File: src/rtl/unsigned_seq_div_rs_pkg.sv
// Shared definitions for the lab's sequential arithmetic blocks (multiplier and divider).
package seq_arith_pkg;

    // Default operand widths, shared with the 6x6 right-shift multiplier.
    localparam int DW_N_DEF = 12;
    localparam int DW_D_DEF = 6;

    // Control states of the sequential divider.
    typedef enum logic [1:0] {
        IDLE = 2'd0,
        RUN  = 2'd1,
        DONE = 2'd2
    } div_state_e;

    // Width of an iteration counter that must be able to hold the value n.
    function automatic int iter_width(input int n);
        return $clog2(n + 1);
    endfunction

    localparam int ITER_W_DEF = iter_width(DW_N_DEF);

endpackage

File: src/rtl/unsigned_seq_div_rs_if.sv
// Operand/result bundle between a requester and the sequential divider.
interface unsigned_seq_div_rs_if #(
    parameter int DW_N = 12,
    parameter int DW_D = 6
);
    logic            load;
    logic [DW_N-1:0] a;
    logic [DW_D-1:0] b;
    logic [DW_N-1:0] quotient;
    logic [DW_D-1:0] remainder;
    logic            busy;
    logic            done;
    logic            div_zero;

    modport master (
        output load, a, b,
        input  quotient, remainder, busy, done, div_zero
    );

    modport slave (
        input  load, a, b,
        output quotient, remainder, busy, done, div_zero
    );
endinterface

File: src/rtl/unsigned_seq_div_rs_step_tick_gen.sv
// Step prescaler: a one-cycle clock-enable pulse every STEP_DIV clocks, so the
// divider can be slowed down for the board without deriving a second clock.
module step_tick_gen #(
    parameter int STEP_DIV = 1
) (
    input  logic clk,
    input  logic rst,
    input  logic clr,
    output logic tick
);
    localparam int CW = (STEP_DIV > 1) ? $clog2(STEP_DIV) : 1;

    logic [CW-1:0] cnt;

    // The pulse is high during the last cycle of each period, so the first
    // enabled edge lands exactly STEP_DIV clocks after the clearing edge.
    assign tick = (cnt == CW'(STEP_DIV - 1));

    // Period counter, restarted by reset or by a new division.
    always_ff @(posedge clk) begin
        // NOTE: registers are updated with <= so every flop samples the
        // pre-edge values; blocking = here would create order-dependent races.
        if (rst || clr) begin
            cnt <= '0;
        end else if (tick) begin
            cnt <= '0;
        end else begin
            cnt <= cnt + 1'b1;
        end
    end
endmodule

File: src/rtl/unsigned_seq_div_rs.sv
// Sequential unsigned restoring divider: one quotient bit per step tick.
module unsigned_seq_div_rs
    import seq_arith_pkg::*;
#(
    parameter int DW_N     = DW_N_DEF,
    parameter int DW_D     = DW_D_DEF,
    parameter int STEP_DIV = 1
) (
    input logic                  clk,
    input logic                  rst,
    unsigned_seq_div_rs_if.slave bus
);
    localparam int ITER_W = iter_width(DW_N);

    div_state_e      state;
    logic [DW_N-1:0] dvd;        // dividend, shifted out MSB first
    logic [DW_D-1:0] dsr;        // captured divisor
    logic [DW_D:0]   r;          // partial remainder, one bit wider than the divisor
    logic [ITER_W-1:0] iter;
    logic [DW_N-1:0] quotient;
    logic [DW_D-1:0] remainder;
    logic            busy;
    logic            done;
    logic            div_zero;
    logic            tick;

    logic [DW_D:0]   r_shift;
    logic [DW_D:0]   r_next;
    logic            q_bit;

    step_tick_gen #(.STEP_DIV(STEP_DIV)) u_tick (
        .clk  (clk),
        .rst  (rst),
        .clr  (bus.load),
        .tick (tick)
    );

    // One restoring step: shift in the next dividend bit, subtract if it fits.
    always_comb begin
        // NOTE: every output of this block gets a value before any branch,
        // so no path leaves one unassigned and no latch is inferred.
        r_shift = {r[DW_D-1:0], dvd[DW_N-1]};
        q_bit   = (r_shift >= {1'b0, dsr});
        r_next  = r_shift;
        if (q_bit) begin
            r_next = r_shift - {1'b0, dsr};
        end
    end

    // Control FSM and datapath registers; reset beats load beats stepping.
    always_ff @(posedge clk) begin
        if (rst) begin
            state     <= IDLE;
            dvd       <= '0;
            dsr       <= '0;
            r         <= '0;
            iter      <= '0;
            quotient  <= '0;
            remainder <= '0;
            busy      <= 1'b0;
            done      <= 1'b0;
            div_zero  <= 1'b0;
        end else if (bus.load) begin
            dvd       <= bus.a;
            dsr       <= bus.b;
            r         <= '0;
            iter      <= '0;
            remainder <= '0;
            if (bus.b == '0) begin
                // Division by zero finishes at once with a saturated quotient.
                state    <= DONE;
                quotient <= '1;
                busy     <= 1'b0;
                done     <= 1'b1;
                div_zero <= 1'b1;
            end else begin
                state    <= RUN;
                quotient <= '0;
                busy     <= 1'b1;
                done     <= 1'b0;
                div_zero <= 1'b0;
            end
        end else if (state == RUN && tick) begin
            r        <= r_next;
            dvd      <= {dvd[DW_N-2:0], 1'b0};
            quotient <= {quotient[DW_N-2:0], q_bit};
            iter     <= iter + 1'b1;
            if (iter == ITER_W'(DW_N - 1)) begin
                // Last step: the restored remainder is below the divisor and fits DW_D bits.
                state     <= DONE;
                remainder <= r_next[DW_D-1:0];
                busy      <= 1'b0;
                done      <= 1'b1;
            end
        end
    end

    assign bus.quotient  = quotient;
    assign bus.remainder = remainder;
    assign bus.busy      = busy;
    assign bus.done      = done;
    assign bus.div_zero  = div_zero;
endmodule
File: src/flat_wrapper.sv
// flat-port wrapper written by rule: the top's interface ports become plain ports
module unsigned_seq_div_rs_flat import seq_arith_pkg::*;
#(
    parameter int DW_N     = DW_N_DEF,
    parameter int DW_D     = DW_D_DEF,
    parameter int STEP_DIV = 1
)
  (clk, rst, bus_load, bus_a, bus_b, bus_quotient, bus_remainder, bus_busy, bus_done, bus_div_zero);
  unsigned_seq_div_rs_if #(.DW_N(DW_N), .DW_D(DW_D)) bus_i ();
  input logic clk;
  input logic rst;
  input wire logic [$bits(bus_i.load)-1:0] bus_load;
  input wire logic [$bits(bus_i.a)-1:0] bus_a;
  input wire logic [$bits(bus_i.b)-1:0] bus_b;
  output wire logic [$bits(bus_i.quotient)-1:0] bus_quotient;
  output wire logic [$bits(bus_i.remainder)-1:0] bus_remainder;
  output wire logic [$bits(bus_i.busy)-1:0] bus_busy;
  output wire logic [$bits(bus_i.done)-1:0] bus_done;
  output wire logic [$bits(bus_i.div_zero)-1:0] bus_div_zero;
  assign bus_i.load = bus_load;
  assign bus_i.a = bus_a;
  assign bus_i.b = bus_b;
  assign bus_quotient = bus_i.quotient;
  assign bus_remainder = bus_i.remainder;
  assign bus_busy = bus_i.busy;
  assign bus_done = bus_i.done;
  assign bus_div_zero = bus_i.div_zero;
  unsigned_seq_div_rs #(.DW_N(DW_N), .DW_D(DW_D), .STEP_DIV(STEP_DIV)) u_core (.clk(clk), .rst(rst), .bus(bus_i));
endmodule
File: config.mk
export PLATFORM = sky130hd
export DESIGN_NAME = unsigned_seq_div_rs_flat
export DESIGN_NICKNAME = d
export VERILOG_FILES = /design/src/rtl/unsigned_seq_div_rs_pkg.sv /design/src/rtl/unsigned_seq_div_rs_if.sv /design/src/rtl/unsigned_seq_div_rs_step_tick_gen.sv /design/src/rtl/unsigned_seq_div_rs.sv /design/src/flat_wrapper.sv
export SDC_FILE = /design/constraint.sdc
export NUM_CORES = 1
export LEC_CHECK = 0
export ABC_AREA = 1
export CORE_MARGIN = 5
export CORE_UTILIZATION = 50
export CTS_BUF_LIST = sky130_fd_sc_hd__clkbuf_8
export DETAILED_ROUTE_END_ITERATION = 10
export DONT_BUFFER_PORTS = 1
export GPL_TIMING_DRIVEN = 0
export PLACE_DENSITY = 0.64
export SLEW_MARGIN = 20
export SYNTH_ARGS = -nofsm -noshare
export SYNTH_HDL_FRONTEND = slang
export SYNTH_SLANG_ARGS = --single-unit
File: constraint.sdc
create_clock -name clk -period 2.4 [get_ports clk]
set_input_delay 0.72 -clock clk [delete_from_list [all_inputs] [get_ports clk]]
set_output_delay 0.72 -clock clk [all_outputs]
set_load 0.005 [all_outputs]
# Yosys cells after proc, flatten, opt, wreduce, memory -nomap -nowiden
# Index checks and enable logic that the tools add are counted.
classes:
  muxes: 18
  n_addsub: 3
  n_eq_ne: 2
  order_cmp: 1
  n_bitwise: 1
  n_reduce_logical: 9
ops:
  columns: ["cell", "count"]
  rows:
  - ["$mux 12", 5]
  - ["$mux 1", 8]
  - ["$mux 2", 4]
  - ["$ge 7x6->1", 1]
  - ["$logic_not 6->1", 1]
  - ["$mux 6", 1]
  - ["$sub 6x6->6", 1]
  - ["$add 4x1->4 const B", 1]
  - ["$eq 4x4->1 const B", 1]
  - ["$reduce_and 2->1", 2]
  - ["$reduce_bool 2->1", 2]
  - ["$reduce_or 2->1", 2]
  - ["$eq 2x1->1 const B", 1]
  - ["$add 1x1->1 const B", 1]
  - ["$logic_and 1x1->1", 1]
  - ["$logic_or 1x1->1", 1]
  - ["$not 1->1", 1]
word_totals:
  input_bits: 21
  reg_bits: 52
  wordCells: 45

# Depth between registers and ports, before layout
logic_depth:
  depth_word: 4
  depth_mapped: 11

# Cells and area by module
# From an unflattened synthesis, not the netlist that was laid out.
unflattened:
  hier_cells: 350
  area_unflattened_um2: 2491.1
by_module_without_submodules:
  columns: ["module", "area_per_inst_um2", "cells_per_inst", "seq_area_each_um2", "instances"]
  rows:
  - ["unsigned_seq_div_rs", 2463.6, 347, 980.9, 1]
  - ["step_tick_gen", 27.5, 3, 20.0, 1]

# Worst setup path after synthesis
# No wires, ideal clock.
synth_timing:
  path_kind: "register to register"
  from: "register u_core.dvd[11]"
  to: "register u_core.r[4]"
  required_ps: 2291
  path_stages_with_launch: 11
  arrival_ps: 1652
  period_less_slack_ps: 1761
  path_slack_ps: 639
  n_path_buf: 0
  setup_ps: 109
  path_cell_list: "dfxtp_1 > inv_1 > ha_1 > fa_1 > or2_2 > nand3_1 > nand2_1 > nand3_1 > nand3_1 > nand2_1 > inv_1"
synth_between:
  elab_chain_cells: 2
synth_rtl:
  columns: ["item", "line", "text"]
  rows:
  - ["start: declaration", "unsigned_seq_div_rs.sv:16", "logic [DW_N-1:0] dvd;"]
  - ["start signal: assignment", "unsigned_seq_div_rs.sv:64", "dvd <= bus.a;"]
  - ["start signal: assignment", "unsigned_seq_div_rs.sv:85", "dvd <= {dvd[DW_N-2:0], 1'b0};"]
  - ["$sub 6x6->6 or $ge 7x6->1 (tied branches)", "unsigned_seq_div_rs.sv:46, unsigned_seq_div_rs.sv:43", null]
  - ["$mux 6 *", "unsigned_seq_div_rs.sv:45", "if (q_bit) begin"]
  - ["end signal: assignment", "unsigned_seq_div_rs.sv:84", "r <= r_next;"]
  - ["end: declaration", "unsigned_seq_div_rs.sv:18", "logic [DW_D:0] r;"]
# Mark *: on every way between the ends. The rest lies on a longest branch, timed or not.
# A chain may end at the register's enable or synchronous reset.

# Final worst setup path
layout_timing:
  from: "register u_core.dvd[11]"
  to: "register u_core.remainder[4], in the netlist u_core.bus.remainder[4]"
layout_between:
  elab_chain_cells: 2
layout_rtl:
  columns: ["item", "line", "text"]
  rows:
  - ["$sub 6x6->6 or $ge 7x6->1 (tied branches)", "unsigned_seq_div_rs.sv:46, unsigned_seq_div_rs.sv:43", null]
  - ["$mux 6 *", "unsigned_seq_div_rs.sv:45", null]
  - ["end signal: assignment", "unsigned_seq_div_rs.sv:91", "remainder <= r_next[DW_D-1:0];"]
  - ["end: declaration", "unsigned_seq_div_rs.sv:21", "logic [DW_D-1:0] remainder;"]
# Marks and branches as above.

==> impl_metrics.ini <==
[global_route]
grt_antenna_before_repair = 0
gr-usage-all-layers = 0.180
grt_max_degree = 18
grt_remaining_overflow = 0
number_of_global_route_vias_before_repair = 2060
wire_length_of_the_first_global_routing_pass_um = 9140

[finish]
final_net_count = 387
post-route-cell-area_mm2 = 0.00266
layout_area_growth_over_synthesis_pct = 8.18
layout.cells.most_common = sky130_fd_sc_hd__nand2_1
layout_common_cells = sky130_fd_sc_hd__nand2_1, sky130_fd_sc_hd__inv_1, sky130_fd_sc_hd__dfxtp_1
diodes = 0
share_of_post_route_cells_with_drive_strength_above_1 = 0.0726
fin_util = 0.560

[drt]
wl_met1_um = 2350
drt_pass1_iterations = 4
dr_wl_met2_um = 2420
drt_iter0_markers = 66
routed_wl_met3_um = 336
detailroute.via_count = 2125
drt_wl_total_um = 5210
routed_wire_length_per_instance_um = 12.3
top_layer_used = met4
avgViaCountPerCell = 5.00
post-route-drc-count = 0
drtAntennaViolNets = 0

[worst_setup_path]
cpPeakStageDelay_ps = 460
endpoint_kind = register
critPathMostFrequentCell = sky130_fd_sc_hd__nand3_1
critPathLaunchType = register
critical-path-slowest-cell = sky130_fd_sc_hd__fa_1
criticalPathCategory = register to register
required_time_reported_for_the_critical_path_endpoint_ps = 2620
worstPathMaxFanout = 3
timing.critical_path.arrival_ps = 2180
cp_top_family = simple AND/OR/NAND/NOR gates
critical_path.cell_chain = inv_1 -> ha_1 -> fa_1 -> or2_2 -> nand3_1 -> nand2_1 -> nand3_1 -> nand3_1 -> nand2_1 -> inv_1
timing.critical_path.buf_inv = 2

[clock_tree]
cts-hold-fix-buffers = 0
cts.repair.resized = 0
clockRootBuffer = sky130_fd_sc_hd__clkbuf_8
cts_made_buffers = 5
cts_tree = yes
cts_buffer_depth = 2
cts_setup_buffers = 0
clk-insertion-delay-late_ps = 310
clkSinkCount = 50
clock_tree.htree_level_count = 2
clk_pin_slew_ps = 100

[logic_synthesis]
yosys_register_bits = 50
synth.top_cell.area_share = 0.407
post_synthesis_cell_area_mm2 = 0.00246
synth.distinct_cells = 31
synth-seq-area-share = 0.407
syn-mean-instance-area_um2 = 7.03
ys_warn_count = 0
synthesis.nets = 380
yosys-top-cells-area = sky130_fd_sc_hd__dfxtp_1, sky130_fd_sc_hd__nand2_1, sky130_fd_sc_hd__inv_1, sky130_fd_sc_hd__nand3_1, sky130_fd_sc_hd__nor2_1
synth_top_cell_by_area = sky130_fd_sc_hd__dfxtp_1
synthCells = 350

[floorplanning]
die_width_um = 80.2
design.core.area_mm2 = 0.00475
initial_core_util = 0.518
die_height_um = 80.2
top_level_ports = 42
core.rowCount = 25
die_footprint_mm2 = 0.00643

[place]
postPlaceCellArea_mm2 = 0.00254
dp.final_hpwl_um = 3880
finalWeightedCongestion = 0.803
port_buffers = 0

[power]
pwr_density_cell_mw_per_mm2 = 638
design_power_total_mw = 1.70
power.leakage_nw = 1.23
irDropWorstVdd_v = 0.000387

[timing]
finalCritPeriodShare = 0.817
finalSetupViolCount = 0
fin_worst_skew_ps = 5.38
grt_setup_unrepaired = no
finalHoldViolCount = 0
maximum_clock_frequency_ghz = 0.510
post-route-min-period_ps = 1960
slew_violations = 0
fin_setup_tns_ps = 0

[min_path]
worst_hold_path_type = register to register

[job]
drv.max_cap_violation_count = 0

[outcome]
status = complete, no violations
-- path summary, 6_finish.rpt --
check / slack (ps) / start / cells past startpoint / endpoint
setup / recovery: 440 / u_core.dvd[11] / 10 / u_core.bus.remainder[4]
hold / removal: 470 / u_core.dsr[4] / 2 / u_core.dsr[4]
setup reg to reg: 440 / u_core.dvd[11] / 10 / u_core.bus.remainder[4]
hold reg to reg: 470 / u_core.dsr[4] / 2 / u_core.dsr[4]
-- metrics by stage --
stage / setup WS [ps] / instances / hold slack (ps)
2_1_floorplan: 639 / 350 / 433
3_3_place_gp: 449 / 417 / 450
3_5_place_dp: 444 / 417 / 461
4_1_cts: 399 / 425 / 475
5_1_grt: 302 / 425 / 490
6_report: 439 / 425 / 469
-- state kept, by name (all words and copies together) (netlist names) --
register,flops
u_core.r,6
u_core.bus.busy,1
u_core.bus.remainder,6
u_core.u_tick.cnt,1
u_core.iter,4
u_core.dvd,12
u_core.dsr,6
u_core.bus.quotient,12
u_core.bus.done,1
u_core.bus.div_zero,1
-- worst reg2reg max path, delay by kind of cell, from the launching register on --
kind	cells	cell delay [ps]
flip-flops	1	390
AND/OR/NAND/NOR	6	700
adder cells (fa/ha/maj)	2	660
buffers and inverters	2	110
-- cell families after synthesis --
family	count (synthesis)	synth area share
AO/OA/AOI/OAI	53	0.125
XOR/XNOR	1	0.00356
adder cells (fa/ha/maj)	9	0.0488
buffers and inverters	68	0.110
flip-flops	50	0.407
other	1	0.00152
AND/OR/NAND/NOR	168	0.304
-- synthesized netlist by cell type --
cell type / n
sky130_fd_sc_hd__ha_1: 8
sky130_fd_sc_hd__inv_2: 1
sky130_fd_sc_hd__nand3_1: 25
sky130_fd_sc_hd__fa_1: 1
sky130_fd_sc_hd__nor2_1: 31
sky130_fd_sc_hd__clkinv_1: 1
sky130_fd_sc_hd__inv_1: 54
sky130_fd_sc_hd__nand3_2: 2
sky130_fd_sc_hd__buf_6: 1
sky130_fd_sc_hd__o21ai_0: 19
sky130_fd_sc_hd__inv_4: 1
sky130_fd_sc_hd__a22oi_1: 1
sky130_fd_sc_hd__o211ai_1: 1
sky130_fd_sc_hd__nand2_4: 1
sky130_fd_sc_hd__nand4_1: 10
sky130_fd_sc_hd__a21oi_4: 1
sky130_fd_sc_hd__a21o_1: 1
sky130_fd_sc_hd__nand3_4: 1
sky130_fd_sc_hd__buf_2: 5
sky130_fd_sc_hd__a31oi_1: 11
sky130_fd_sc_hd__or2_1: 2
sky130_fd_sc_hd__a21oi_1: 15
sky130_fd_sc_hd__o21a_1: 4
sky130_fd_sc_hd__xnor2_1: 1
sky130_fd_sc_hd__nor2_4: 2
sky130_fd_sc_hd__or2_2: 1
sky130_fd_sc_hd__clkbuf_1: 5
sky130_fd_sc_hd__nand2_1: 91
sky130_fd_sc_hd__conb_1: 1
sky130_fd_sc_hd__dfxtp_1: 50
sky130_fd_sc_hd__nor2_2: 2
-- report_power, final --
group          total [mW]  switching (mW)  internal, mW
Sequential          0.872          0.0158         0.856
Clock               0.621           0.303         0.318
Combinational       0.207           0.139        0.0684
Total                1.70           0.458          1.24
-- area by class of cell --
cell class	count	area, µm²
buffer	11	55.1
clock inverter	3	48.8
fill	479	2090
sequential	50	1000
tap	67	83.8
multi-input combinational	232	1190
inverter	57	216
clock buffer	5	68.8
-- per-layer routing --
layer | vias to the layer above | track usage
li1 | 1131 | -
met1 | 930 | 0.219
met2 | 55 | 0.296
met3 | 9 | 0.0527
met4 | 0 | 0.0726
met5 | - | 0
Note: power is estimated with default switching activity, not from simulation.
